==> src/rtl/sap1_controller.sv <==
// SAP-1 controller-sequencer: a one-hot six-state ring counter (T1..T6)
// plus a combinational control-word decoder for LDA, ADD, SUB, OUT and HLT.
// All other opcodes execute as a six-cycle NOP.
module sap1_controller (
  input  logic       clk,
  input  logic       rst,
  input  logic [3:0] opcode,
  output logic [5:0] t_state,
  output logic       halted,
  output logic       pc_inc,
  output logic       pc_out,
  output logic       mar_load,
  output logic       ram_out,
  output logic       ir_load,
  output logic       ir_out,
  output logic       a_load,
  output logic       a_out,
  output logic       b_load,
  output logic       alu_sub,
  output logic       alu_out,
  output logic       out_load
);

  typedef enum logic [5:0] {
    T1 = 6'b000001,
    T2 = 6'b000010,
    T3 = 6'b000100,
    T4 = 6'b001000,
    T5 = 6'b010000,
    T6 = 6'b100000
  } state_t;

  localparam logic [3:0] OP_LDA = 4'h0;
  localparam logic [3:0] OP_ADD = 4'h1;
  localparam logic [3:0] OP_SUB = 4'h2;
  localparam logic [3:0] OP_OUT = 4'hE;
  localparam logic [3:0] OP_HLT = 4'hF;

  state_t state;
  state_t state_next;
  logic   halted_next;

  assign t_state = state;

  // Ring counter and sticky halt flag; reset wins over everything else.
  always_ff @(posedge clk) begin
    if (rst) begin
      state  <= T1;
      halted <= 1'b0;
    end else begin
      state  <= state_next;
      halted <= halted_next;
    end
  end

  // Next-state: advance the ring, freeze at T4 on HLT, recover any
  // non-one-hot pattern to T1.
  always_comb begin
    state_next  = T1;
    halted_next = halted;
    case (state)
      T1: state_next = T2;
      T2: state_next = T3;
      T3: state_next = T4;
      T4: begin
        if (halted || opcode == OP_HLT) begin
          state_next  = T4;
          halted_next = 1'b1;
        end else begin
          state_next  = T5;
        end
      end
      T5: state_next = T6;
      T6: state_next = T1;
      default: state_next = T1;
    endcase
  end

  // Control-word decode; reset and halt silence every strobe. Each state
  // enables at most one bus driver, so the bus never sees contention.
  always_comb begin
    pc_inc   = 1'b0;
    pc_out   = 1'b0;
    mar_load = 1'b0;
    ram_out  = 1'b0;
    ir_load  = 1'b0;
    ir_out   = 1'b0;
    a_load   = 1'b0;
    a_out    = 1'b0;
    b_load   = 1'b0;
    alu_sub  = 1'b0;
    alu_out  = 1'b0;
    out_load = 1'b0;
    if (!rst && !halted) begin
      case (state)
        T1: begin
          pc_out   = 1'b1;
          mar_load = 1'b1;
        end
        T2: pc_inc = 1'b1;
        T3: begin
          ram_out = 1'b1;
          ir_load = 1'b1;
        end
        T4: begin
          if (opcode == OP_LDA || opcode == OP_ADD || opcode == OP_SUB) begin
            ir_out   = 1'b1;
            mar_load = 1'b1;
          end else if (opcode == OP_OUT) begin
            a_out    = 1'b1;
            out_load = 1'b1;
          end
        end
        T5: begin
          if (opcode == OP_LDA) begin
            ram_out = 1'b1;
            a_load  = 1'b1;
          end else if (opcode == OP_ADD || opcode == OP_SUB) begin
            ram_out = 1'b1;
            b_load  = 1'b1;
          end
        end
        T6: begin
          if (opcode == OP_ADD || opcode == OP_SUB) begin
            alu_out = 1'b1;
            a_load  = 1'b1;
            alu_sub = (opcode == OP_SUB);
          end
        end
        default: ;
      endcase
    end
  end

endmodule

==> config.mk <==
export PLATFORM = sky130hd
export DESIGN_NAME = sap1_controller
export DESIGN_NICKNAME = d
export VERILOG_FILES = /design/src/rtl/sap1_controller.sv
export SDC_FILE = /design/constraint.sdc
export NUM_CORES = 1
export LEC_CHECK = 0
export ABC_CLOCK_PERIOD_IN_PS = 1400
export CAP_MARGIN = 20
export CORE_UTILIZATION = 34
export DETAILED_ROUTE_END_ITERATION = 10
export PLACE_DENSITY = 0.78
export SLEW_MARGIN = 20
export SYNTH_ARGS = -nofsm -noshare
export SYNTH_HDL_FRONTEND = slang
export SYNTH_SLANG_ARGS = --single-unit
==> constraint.sdc <==
create_clock -name clk -period 1.4 [get_ports clk]
set_input_delay 0.21 -clock clk [delete_from_list [all_inputs] [get_ports clk]]
set_output_delay 0.21 -clock clk [all_outputs]
set_load 0.02 [all_outputs]
==> summary.txt <==
Floorplanning
  • Die Width: 40.27 um
  • Initial Util: 0.3734
  • Die Span Y: 40.27 um
  • Die ar.: 1622 um^2
  • Core Box Area: 1334 um^2
  • Row count: 13
  • # IOs: 25

Timing
  • Setup TNS: -4.693 ns
  • Slew margin rel.: 0.8195
  • Clock skew: 0.004771 ns
  • RSZ-0062 raised after global routing: true
  • Minimum clock period: 1.826 ns
  • Final Max Slew Viols: 0
  • Hold Vio Cnt, Final: 0
  • Fmax: 547.7 MHz
  • Setup WS post-layout: -0.4259 ns
  • # setup viols final: 16
  • Worst-Margin Slew: 0.2688 ns
  • Fin crit share: 1.304

CTS
  • Reg clk slew, reported paths: 0.06 ns
  • Sink Count: 7
  • Clock Latency Late Sink: 0.26 ns
  • CTS tree: done
  • Max Buffers Root-to-Sink: 2
  • H-tree depth: 1
  • CTS buffer count: 3
  • Hold_buf cts: 0
  • CTS Root Cell: clkbuf_4

Global routing
  • Overflow after GRT: 0
  • Initial antenna violation count: 0
  • Vias in the first global route: 704
  • GRT Total Usage: 0.3023
  • First-pass GRT wire length: 3139 um
  • Largest net degree at the start of global routing: 9

Drt
  • ANT nets after route: 0
  • Routed vias: 732
  • Wire length per cell: 17.09 um
  • Vias per std cell: 5.674
  • 1st-iter DRT viols: 15
  • Drt pass-1 iters: 4
  • Residual DRC count: 0
  • Drt total wl: 2204 um

Critical path
  • Crit path cell chain: buf_6 > nor4_4 > nand3b_1 > buf_6 > nor3_4 > buf_6
  • Critical path's top delay family: simple AND/OR/NAND/NOR gates
  • Slowest CP cell: dfxtp_2
  • Worst Path Arrival: 1.62 ns
  • WS Path Type: flip-flop to primary output
  • Number of buffers and inverters on the critical path: 3
  • Critical Path RT: 1.19 ns
  • CP dominant cell by count: buf_6
  • Critical-path maximum fanout: 3
  • Crit path largest cell delay: 0.32 ns
  • Startpoint class of the critical path: flip-flop
  • Setup crit end kind: primary output

Synthesis
  • Most used DFF post-synth: dfxtp_1
  • #FFs+latches synth: 7
  • Post-synth top area cell: dfxtp_1
  • Share of Yosys cell area claimed by the top area cell type: 0.2814
  • Dominant cells by area after synthesis: dfxtp_1 (28%), nand3b_1 (7.5%), nor2_1 (6.8%)
  • Syn_area_per_cell: 8.032 um^2
  • Syn nets: 68
  • Cell Area, Synth: 498.0 um^2
  • Cell count after synthesis: 62
  • Async S/R FF share, synth: 0
  • EDFF count, synth: 0
  • Yosys warns: 0
  • Sequential element share of the synthesized area: 0.2814
  • Post-synth cell types: 26

Placed design
  • Placed insts: 116
  • Final HPWL DP: 1350 um
  • Port Buf Inserts: 24
  • Setup Slack @ Placement: -0.8046 ns
  • GP Congestion: 0.7611

Power
  • Leakage: 0.4826 nW
  • Total Power: 0.8918 mW
  • PwrDens: 793.7 nW/um^2
  • Peak supply drop: 0.4064 mV

Layout
  • Final Non-Filler Cells: 129
  • Antenna cell count: 0
  • Area growth syn-to-layout: 125.6%
  • # nets final: 121
  • Layout cell share with drive strength beyond 1: 0.6491
  • Final Util: 0.8424

Min path
  • Hold Path Class: input port to flip-flop

Run status
  • Outcome: finished, violations left
  • Failing checks: negative setup slack

Flow run
  • Max Cap Viol: 0
==> power breakdown <==
part | leakage (nW) | switching [mW] | internal [mW]
sequential | 0.0602 | 0.0230 | 0.219
clock | 0.0150 | 0.0820 | 0.109
combinational | 0.407 | 0.232 | 0.227
total | 0.483 | 0.337 | 0.554
==> kinds of logic (layout without fill, tap and decap cells) <==
logic type	after synthesis	count (layout)	synth area share
AND/OR/NAND/NOR	36	36	0.3995
AO/OA/AOI/OAI	10	10	0.2061
flip-flops	7	7	0.2814
buffers and inverters	7	59	0.07787
XOR/XNOR	2	2	0.03518
==> state kept, by name, indices dropped and copies added, names as in the netlist <==
| signal | count |
|---|---|
| t_state | 6 |
| halted | 1 |
==> final cells by class <==
| class | instances | area (um^2) |
|---|---|---|
| well taps | 15 | 18.77 |
| clock buffers | 4 | 26.28 |
| inverters | 1 | 3.754 |
| multi-input cells | 48 | 466.7 |
| flip-flops and latches | 7 | 153.9 |
| fillers | 76 | 210.2 |
| repair buffers | 54 | 454.2 |
==> worst paths after layout <==
kind                          from                     to  slack (ns)  cells after the start
max reg2reg  t_state[4]$_SDFF_PP0_  t_state[4]$_SDFF_PP0_       -0.23                      4
max          t_state[0]$_SDFF_PP1_               out_load       -0.43                      6
min                            rst  t_state[5]$_SDFF_PP0_        0.50                      3
min reg2reg    halted$_SDFFE_PP0P_    halted$_SDFFE_PP0P_        0.68                      3
==> layer usage <==
layer  vias up  wire [um]  global-route usage  share of wire
li1        337          -                   -              -
met1       347        862              0.3423           0.39
met2        42       1157              0.5484           0.52
met3         6        127             0.03889          0.058
met4         0         57              0.1500          0.026
met5         -          0                   0              0
==> metrics by stage <==
stage	cell area, um^2	hold slack [ns]
final	1124	0.5049
after global routing	1124	0.5258
after CTS	1094	0.4827
after detailed placement	942.2	0.6281
after global placement	942.2	0.6006
after floorplan	569.3	0.4583
==> synthesized netlist by cell type, types with 2 or more instances <==
cell type and number:
clkbuf_1 3, nand3b_1 5, nor2_1 9, or4b_1 2
a21oi_1 2, nor3_1 4, o32ai_1 2, dfxtp_1 7
nand2_1 7, nor4_1 5
==> worst reg2reg max path: stages (launching register included) <==
cell and delay, ns:
dfxtp_4 0.37, buf_4 0.16, or4b_4 0.51, o41a_4 0.15
a2111oi_4 0.34
==> placed cells by master (no fill, tap or decap), drive strengths merged, types with 2 or more instances in the layout <==
cell type,synthesis,final
clkbuf,3,4
buf,3,42
nand2,7,7
nor4,5,5
or4b,2,2
nand3b,5,5
dlygate4sd2,0,8
o32ai,2,2
dfxtp,7,7
nor3,4,4
nor2,9,9
a21oi,2,2
clkdlybuf4s15,0,4
==> timing repair <==
action	CTS	global route
setup buffers	9	1
endpoints found under the hold margin	0	0
gates resized for setup	98	11
setup endpoints to repair	22	19
pin swaps	14	6
Power figures use the tool's default switching activity.
